`src/rtl/imuldiv_int_mul_iterative_param_if.sv`:
```
// -----------------------------------------------------------------------------
// imuldiv_int_mul_iterative_param_if
//
// Request/response bundle for the iterative integer multiplier.
//
// Parameters:
//   W                   operand width. It must match W on the multiplier.
//
// Signals:
//   mulreq_msg_a        [W-1:0]    operand A (multiplicand)
//   mulreq_msg_b        [W-1:0]    operand B (multiplier)
//   mulreq_msg_signed              1 = two's-complement operands, 0 = unsigned
//   mulreq_val / mulreq_rdy        request handshake
//   mulresp_msg_result  [2W-1:0]   product
//   mulresp_val / mulresp_rdy      response handshake
//
// Modports:
//   master   the requester (issue logic / writeback side)
//   slave    the multiplier
// -----------------------------------------------------------------------------
interface imuldiv_int_mul_iterative_param_if #(
    parameter int W = 32
);
    logic [W-1:0]   mulreq_msg_a;
    logic [W-1:0]   mulreq_msg_b;
    logic           mulreq_msg_signed;
    logic           mulreq_val;
    logic           mulreq_rdy;
    logic [2*W-1:0] mulresp_msg_result;
    logic           mulresp_val;
    logic           mulresp_rdy;

    modport master (
        output mulreq_msg_a,
        output mulreq_msg_b,
        output mulreq_msg_signed,
        output mulreq_val,
        input  mulreq_rdy,
        input  mulresp_msg_result,
        input  mulresp_val,
        output mulresp_rdy
    );

    modport slave (
        input  mulreq_msg_a,
        input  mulreq_msg_b,
        input  mulreq_msg_signed,
        input  mulreq_val,
        output mulreq_rdy,
        output mulresp_msg_result,
        output mulresp_val,
        input  mulresp_rdy
    );
endinterface

```
`src/rtl/imuldiv_int_mul_iterative_param.sv`:
```
// -----------------------------------------------------------------------------
// imuldiv_int_mul_iterative_param
//
// Iterative shift-add integer multiplier. It retires one multiplier bit per
// cycle and produces a 2W-bit product. Each request selects signed or unsigned
// operands. Signed products are formed by multiplying magnitudes and then
// negating the result when the operand signs differ.
//
// Parameters:
//   W    operand width, legal range 4..64. The result is 2W bits.
//   CW   iteration counter width. It is derived from W and is not overridden.
//
// Ports:
//   clk     rising-edge clock
//   reset   asynchronous reset, active low
//   bus     request/response bundle (slave side), with the same W as here
//
// Build option:
//   IMULDIV_MUL_EARLY_EXIT_EN  When this macro is defined, CALC also finishes
//                              at the edge where the shifted multiplier becomes
//                              zero. Latency is then 1 + max(1, msb(|B|) + 1).
//                              When it is undefined, latency is always W+1.
//                              The product is the same in both builds.
// -----------------------------------------------------------------------------
module imuldiv_int_mul_iterative_param #(
    parameter int W  = 32,
    parameter int CW = $clog2(W + 1)
) (
    input  logic                                    clk,
    input  logic                                    reset,
    imuldiv_int_mul_iterative_param_if.slave        bus
);

    localparam int             W2   = 2 * W;
    localparam logic [CW-1:0]  LAST = CW'(W - 1);

    typedef enum logic [1:0] {
        ST_IDLE,
        ST_CALC,
        ST_DONE
    } state_e;

    state_e          state_q, state_d;
    logic [W2-1:0]   a_q,     a_d;      // shifted multiplicand magnitude
    logic [W-1:0]    b_q,     b_d;      // remaining multiplier magnitude bits
    logic [W2-1:0]   res_q,   res_d;    // unsigned partial-product sum
    logic [CW-1:0]   count_q, count_d;
    logic            neg_q,   neg_d;    // final product must be negated

    // In signed mode, the most negative input maps to 2^(W-1). That value still
    // fits in W unsigned bits, so no extra width is needed.
    function automatic logic [W-1:0] magnitude(input logic [W-1:0] x,
                                               input logic         is_signed);
        return (is_signed && x[W-1]) ? (~x + W'(1)) : x;
    endfunction

    // -------------------------------------------------------------------------
    // Next-state and output logic
    // -------------------------------------------------------------------------
    always_comb begin
        // NOTE: every signal this block writes gets a default first. If any
        // path left one of them unassigned, synthesis would infer a latch.
        state_d         = state_q;
        a_d             = a_q;
        b_d             = b_q;
        res_d           = res_q;
        count_d         = count_q;
        neg_d           = neg_q;
        bus.mulreq_rdy  = 1'b0;
        bus.mulresp_val = 1'b0;

        unique case (state_q)
            ST_IDLE: begin
                bus.mulreq_rdy = 1'b1;
                if (bus.mulreq_val) begin
                    a_d     = {{W{1'b0}}, magnitude(bus.mulreq_msg_a, bus.mulreq_msg_signed)};
                    b_d     = magnitude(bus.mulreq_msg_b, bus.mulreq_msg_signed);
                    res_d   = '0;
                    count_d = '0;
                    neg_d   = bus.mulreq_msg_signed
                              && (bus.mulreq_msg_a[W-1] ^ bus.mulreq_msg_b[W-1]);
                    state_d = ST_CALC;
                end
            end

            ST_CALC: begin
                // The sum of the partial products is bounded by
                // (2^W - 1)^2 < 2^(2W), so this addition cannot wrap.
                if (b_q[0]) begin
                    res_d = res_q + a_q;
                end
                a_d     = a_q << 1;
                b_d     = b_q >> 1;
                count_d = count_q + CW'(1);
`ifdef IMULDIV_MUL_EARLY_EXIT_EN
                // If no multiplier bits remain after this shift, the product
                // is already complete.
                if ((count_q == LAST) || ((b_q >> 1) == '0)) begin
                    state_d = ST_DONE;
                end
`else
                if (count_q == LAST) begin
                    state_d = ST_DONE;
                end
`endif
            end

            ST_DONE: begin
                bus.mulresp_val = 1'b1;
                if (bus.mulresp_rdy) begin
                    state_d = ST_IDLE;
                end
            end

            default: begin
                state_d = ST_IDLE;
            end
        endcase
    end

    // The sign correction is combinational from the registered magnitude, so
    // the result stays stable for as long as back-pressure holds DONE.
    // After reset, every register is zero, so this output reads zero.
    assign bus.mulresp_msg_result = neg_q ? (~res_q + W2'(1)) : res_q;

    // -------------------------------------------------------------------------
    // State registers
    // -------------------------------------------------------------------------
    // NOTE: the datapath registers are reset together with the FSM. This way,
    // an aborted operation leaves no residue on the result output, which is
    // visible combinationally while the design is idle.
    always_ff @(posedge clk or negedge reset) begin
        if (!reset) begin
            state_q <= ST_IDLE;
            a_q     <= '0;
            b_q     <= '0;
            res_q   <= '0;
            count_q <= '0;
            neg_q   <= 1'b0;
        end else begin
            // NOTE: sequential state uses non-blocking assignments only. All
            // registers then update together from the values before the edge.
            state_q <= state_d;
            a_q     <= a_d;
            b_q     <= b_d;
            res_q   <= res_d;
            count_q <= count_d;
            neg_q   <= neg_d;
        end
    end

endmodule

```
`src/flat_wrapper.sv`:
```
// flat-port wrapper written by rule: the top's interface ports become plain ports
module imuldiv_int_mul_iterative_param_flat 
#(
    parameter int W  = 32,
    parameter int CW = $clog2(W + 1)
)
  (clk, reset, bus_mulreq_msg_a, bus_mulreq_msg_b, bus_mulreq_msg_signed, bus_mulreq_val, bus_mulreq_rdy, bus_mulresp_msg_result, bus_mulresp_val, bus_mulresp_rdy);
  imuldiv_int_mul_iterative_param_if #(.W(W)) bus_i ();
  input  logic clk;
  input  logic reset;
  input wire logic [$bits(bus_i.mulreq_msg_a)-1:0] bus_mulreq_msg_a;
  input wire logic [$bits(bus_i.mulreq_msg_b)-1:0] bus_mulreq_msg_b;
  input wire logic [$bits(bus_i.mulreq_msg_signed)-1:0] bus_mulreq_msg_signed;
  input wire logic [$bits(bus_i.mulreq_val)-1:0] bus_mulreq_val;
  output wire logic [$bits(bus_i.mulreq_rdy)-1:0] bus_mulreq_rdy;
  output wire logic [$bits(bus_i.mulresp_msg_result)-1:0] bus_mulresp_msg_result;
  output wire logic [$bits(bus_i.mulresp_val)-1:0] bus_mulresp_val;
  input wire logic [$bits(bus_i.mulresp_rdy)-1:0] bus_mulresp_rdy;
  assign bus_i.mulreq_msg_a = bus_mulreq_msg_a;
  assign bus_i.mulreq_msg_b = bus_mulreq_msg_b;
  assign bus_i.mulreq_msg_signed = bus_mulreq_msg_signed;
  assign bus_i.mulreq_val = bus_mulreq_val;
  assign bus_mulreq_rdy = bus_i.mulreq_rdy;
  assign bus_mulresp_msg_result = bus_i.mulresp_msg_result;
  assign bus_mulresp_val = bus_i.mulresp_val;
  assign bus_i.mulresp_rdy = bus_mulresp_rdy;
  imuldiv_int_mul_iterative_param #(.W(W), .CW(CW)) u_core (.clk(clk), .reset(reset), .bus(bus_i));
endmodule
```
`config.mk`:
```
export PLATFORM = sky130hd
export DESIGN_NAME = imuldiv_int_mul_iterative_param_flat
export DESIGN_NICKNAME = d
export VERILOG_FILES = /design/src/rtl/imuldiv_int_mul_iterative_param_if.sv /design/src/rtl/imuldiv_int_mul_iterative_param.sv /design/src/flat_wrapper.sv
export SDC_FILE = /design/constraint.sdc
export NUM_CORES = 1
export LEC_CHECK = 0
export ABC_AREA = 1
export BUFFER_PORTS_ARGS = -buffer_cell sky130_fd_sc_hd__buf_2
export CAP_MARGIN = 30
export CORE_MARGIN = 10
export CORE_UTILIZATION = 35
export DETAILED_ROUTE_END_ITERATION = 12
export GPL_TIMING_DRIVEN = 0
export PLACE_DENSITY = 0.59
export SYNTH_ARGS = -nofsm -noshare
export SYNTH_HDL_FRONTEND = slang
export SYNTH_SLANG_ARGS = --single-unit
```
`constraint.sdc`:
```
create_clock -name clk -period 3.45 [get_ports clk]
set_clock_uncertainty 0.05 [all_clocks]
set_input_delay 0.345 -clock clk [delete_from_list [all_inputs] [get_ports clk]]
set_output_delay 0.345 -clock clk [all_outputs]
set_load 0.005 [all_outputs]
```
---- After elaboration in Yosys (flattened, before gate mapping) ----
Index checks and enable logic that the tools add are counted.
Widths: inputs -> output; s select.
operators by class
  add/sub/neg operators ................... 5
  eq/ne operators ......................... 7
  multiplexer cells ....................... 18
  bitwise operators ....................... 4
  reduce and logical (&&, ||, !) cells .... 9
operators with widths
  operator               number
  $mux 64                4
  $pmux 64 s2            2
  $mux 32                3
  $add 32x1->32 const B  2
  $add 64x1->64 const B  1
  $add 64x64->64         1
  $not 32->32            2
  $not 64->64            1
  $pmux 32 s2            1
  $pmux 6 s2             1
  $add 6x1->6 const B    1
  $eq 6x5->1 const B     1
  $mux 2                 3
  $mux 6                 1
  $pmux 2 s3             1
  $reduce_and 3->1       2
  $ne 2x1->1 const B     2
  $ne 2x2->1 const B     2
  $reduce_and 2->1       2
  $logic_and 1x1->1      3
  $eq 2x1->1 const B     1
  $eq 2x2->1 const B     1
  $logic_not 2->1        1
  $mux 1                 2
  2 further kinds        2
storage, ports and cells
  register bits after elaboration ......... 169
  bits of input ports ..................... 69
  output and inout bits ................... 66
  word-level logic and storage cells ...... 49

---- Longest topological paths before layout ----
  depth in word-level cells ............... 5
  depth in mapped cells ................... 16

---- Least setup slack after synthesis ----
OpenSTA, ideal clock, no wires.
  kind .................................... reg2out
  start ................................... reg u_core.res_q[1]
  end ..................................... out bus_mulresp_msg_result[62]
  arrival time ............................ 1.691 ns
  slack ................................... 1.364 ns
  stages on the path, launching flop included .. 13
  buffers on the path ..................... 0
  path through ............................ dfrtp_1 inv_1 ha_1 nand3_2 nor2_4 nand2_2 inv_2 nand3_4 nand2_4 nand3_4 nor2_4 nand2_1 xor2_1
between the ends
  word-level cells in the longest chain between the ends .. 3
RTL lines
  element                   RTL line                                source
  start: declaration        imuldiv_int_mul_iterative_param.sv:46   logic [W2-1:0] res_q, res_d;
  start signal: assignment  imuldiv_int_mul_iterative_param.sv:146  res_q <= res_d;
  $not 64->64               imuldiv_int_mul_iterative_param.sv:124  assign bus.mulresp_msg_result = neg_q ? (~res_q + W2'(1)) : res_q;
  $add 64x1->64             imuldiv_int_mul_iterative_param.sv:124
  $mux 64                   imuldiv_int_mul_iterative_param.sv:124
  end: declaration          flat_wrapper.sv:16                      output wire logic [$bits(bus_i.mulresp_msg_result)-1:0] bus_mulresp_msg_result;
No other way between the ends.

---- Final worst setup path ----
  start ................................... reg u_core.res_q[4]
  end ..................................... out bus_mulresp_msg_result[31]
The elaborated chain is that of the path after synthesis.

==> results_dict.tcl <==
set metrics [dict create \
    drt_iter0_markers 1370 \
    switching_power_uw 9630 \
    hold_viol 0 \
    clk_latency_ns 0.47 \
    period_needed_ns 3.24 \
    netSwitchingFraction 0.556 \
    vias 17500 \
    critical_path_class "reg2out" \
    ys_seq_elements 169 \
    numCtsBuffers 17 \
    synthCells 2681 \
    io_pins 135 \
    rows 78 \
    max_stage_delay_ns 0.45 \
    syn-num-nets 2818 \
    rsz0062_at_grt "no" \
    hpwlAfterDp_microns 54300 \
    fmax_ghz 0.308 \
    worstMarginPinSlew_ns 0.875 \
    drv_cap 0 \
    seq_power_share 0.229 \
    grt_pass1_vias 17000 \
    yosysUniqueCellTypes 47 \
    die_x_microns 235 \
    cts_setup_buffers 0 \
    status "complete, no violations" \
    cts_sinks 169 \
    ys_seq_area_frac 0.262 \
    final_util 0.400 \
    dpl-instance-area_sq_um 17600 \
    area_growth_pct 12.9 \
    ys_warn_count 0 \
    r2r_slack_ns 0.41 \
    gp_congestion 0.987 \
    hold_path.class "in2reg" \
    timing.final.ws_setup_ns 0.208 \
    dp.cells 3416 \
    die_y_microns 235 \
    startpoint "u_core.res_q[4]" \
    p_comb_frac 0.650 \
    antenna_cells 0 \
    cts_resized 0 \
    tns_ns 0 \
    fin_crit_sh 0.940 \
    start_kind "flop" \
    power.leakage_uw 0.0101 \
    setup_viol 0 \
    overflow 0 \
    design_area_sq_um 18200 \
    whs_path_depth 4 \
    synth_edf_count 0 \
    dr.pass1.iters 6 \
    slew_viol_final 0 \
    crit_arrival_ns 2.85 \
    cpMaxStageDelayCell "dfrtp_1" \
    cp-endpoint "bus_mulresp_msg_result[31]" \
    synth_top_area_share 0.262 \
    path_delay_family "simple AND/OR/NAND/NOR gates" \
    port_buffers 134 \
    cp.required_ns 3.05 \
    drive_above_1_share 0.0969 \
    grt_pass1_wl_microns 98100 \
    end_kind "output port" \
    core_area_sq_um 45500 \
    wl_per_cell_microns 18.8 \
    drc 0 \
    ir_worst_vdd_uv 380 \
    pwr-share-clk 0.121 \
    grt_start_max_net_pins 90 \
    routed_wl_microns 64700 \
    ff2ff_path_depth 15 \
    relSlewSlack 0.417 \
    cts_tree "done" \
    clockBufferDepth 2 \
    r2r-start "u_core.res_q[0]" \
    async_flop_share 1.00 \
    track_usage 0.228 \
    synthMostInstantiatedCell "nand2_1" \
    synth_top_cell_by_area "dfrtp_1" \
    root_buffer "clkbuf_16" \
    vias_per_cell 5.07 \
    cp.depth 8 \
    p_int_uw 7680 \
    syn_area_sq_um 16100 \
    nets 2973 \
    synth.area.top_cells "dfrtp_1, nand2_1, inv_1, nor2_1, ha_1" \
    initial_core_util 0.355 \
    path_cells "nor2_1, nand4_1, nor3_1, nand2_1, nor3_2, nor2_1, xor2_1, buf_2" \
    ys_top_cells_by_count "nand2_1, inv_1, nor2_1, dfrtp_1, nand3_1" \
    htree_levels 4 \
    critical_path.max_fanout 4 \
    dp_slack_ns 0.615 \
    avgSynthCellArea_sq_um 6.02 \
    synth_ff_type "dfrtp_1" \
    critPathMostFrequentCell "nor2_1" \
    postRouteAntennaNets 0 \
    reg2reg_to "u_core.res_q[62]" \
    antenna_found_initial 1 \
    cp_num_buf_inv 1 \
    path_clk_slew_ns 0.07 \
    final_cells 3449 \
    power-per-cell-area_nw_per_um2 950 \
    die-area_sq_um 55100 \
]
==> how the worst min path moves through the flow <==
stage	slack (ns)	startpoint	endpoint
after global routing	0.09	bus_mulresp_rdy	u_core.state_q[1]
after detailed placement	0.38	reset	u_core.a_q[5]
after CTS	0.05	bus_mulresp_rdy	u_core.state_q[1]
after global placement	0.42	u_core.b_q[31]	u_core.b_q[31]
after floorplan	-0.0006	reset	u_core.a_q[0]
final	0.07	bus_mulresp_rdy	u_core.state_q[1]
==> final cells by class <==
type | instances | area [sq um]
Inverter | 504 | 1890
Tap cell | 600 | 751
Timing Repair Buffer | 136 | 718
Buffer | 54 | 253
Fill cell | 5003 | 27300
Clock inverter | 13 | 168
Sequential cell | 169 | 4230
Multi-Input combinational cell | 1954 | 9760
Clock buffer | 19 | 443
==> cell families (layout without fill, tap and decap cells) <==
logic type                 count (synthesis)  after routing  share of synthesized area
AOI/OAI and AO/OA                        351            351                      0.128
buffers and inverters                    558            726                      0.133
xor gates and xnor gates                  93             93                     0.0505
and+or+nand+nor                         1442           1442                      0.373
adders and majority gates                 68             68                     0.0532
DFF                                      169            169                      0.262
==> flip-flops by register name, summed over array words and instances, names as in the netlist <==
| signal | cells |
|---|---|
| u_core.count_q | 6 |
| u_core.res_q | 64 |
| u_core.b_q | 32 |
| u_core.state_q | 2 |
| u_core.a_q | 64 |
| u_core.neg_q | 1 |
==> repair_timing <==
item	CTS	global route
setup endpoints to repair	0	0
endpoints found under the hold margin	88	0
hold buffers	1	0
==> placed cells by master (no fill, tap or decap), types with 6 or more instances in the layout <==
master	count
nor3_1	35
dfrtp_1	169
or2_2	10
inv_1	487
o21ai_0	103
o21ai_1	36
buf_1	10
ha_1	67
a21oi_1	84
nor2_1	246
o22ai_1	40
nand3_1	150
nor2_2	18
buf_2	158
nor3_2	6
xnor2_1	7
o31ai_1	7
nor2_4	8
nand4_1	32
clkbuf_1	16
inv_2	16
nand2_2	12
clkbuf_16	17
a22oi_1	57
xor2_1	86
nand2_1	905
nor4_1	7
==> worst reg2reg max path, stage by stage (launching register included) <==
cell and delay (ns):
dfrtp_1 0.38, ha_1 0.20, inv_1 0.06, fa_1 0.35
inv_1 0.26, nand2_1 0.10, nand3_1 0.24, nand2_1 0.08
nand2_1 0.20, nand2_1 0.09, nand2_1 0.36, nand2_1 0.13
nand2_1 0.09, nand2_1 0.05, nand3_1 0.20, nand2_1 0.10
==> through the flow <==
stage | power [uW] | hold slack (ns)
finish | 17300 | 0.0750
global route | 18700 | 0.0922
CTS | 17200 | 0.0478
detailed placement | 15100 | 0.383
global placement | 15000 | 0.418
floorplan | 10600 | -0.000591
==> power by group through the flow <==
stage / combinational, uW / clock (uW) / sequential [uW]
finish: 11300 / 2090 / 3960
global route: 12400 / 2190 / 4030
CTS: 11200 / 2140 / 3900
detailed placement: 11100 / 0 / 3930
global placement: 11000 / 0 / 3920
floorplan: 7230 / 0 / 3410
==> metal layers <==
metal / wire length, microns / track usage / vias up / share of wire
li1: - / - / 8734 / -
met1: 28800 / 0.290 / 8134 / 0.45
met2: 29400 / 0.374 / 520 / 0.45
met3: 3970 / 0.0379 / 109 / 0.061
met4: 2490 / 0.0994 / 2 / 0.039
met5: 12 / 0 / - / 0.00019
Note: power is estimated with default switching activity, not from simulation.
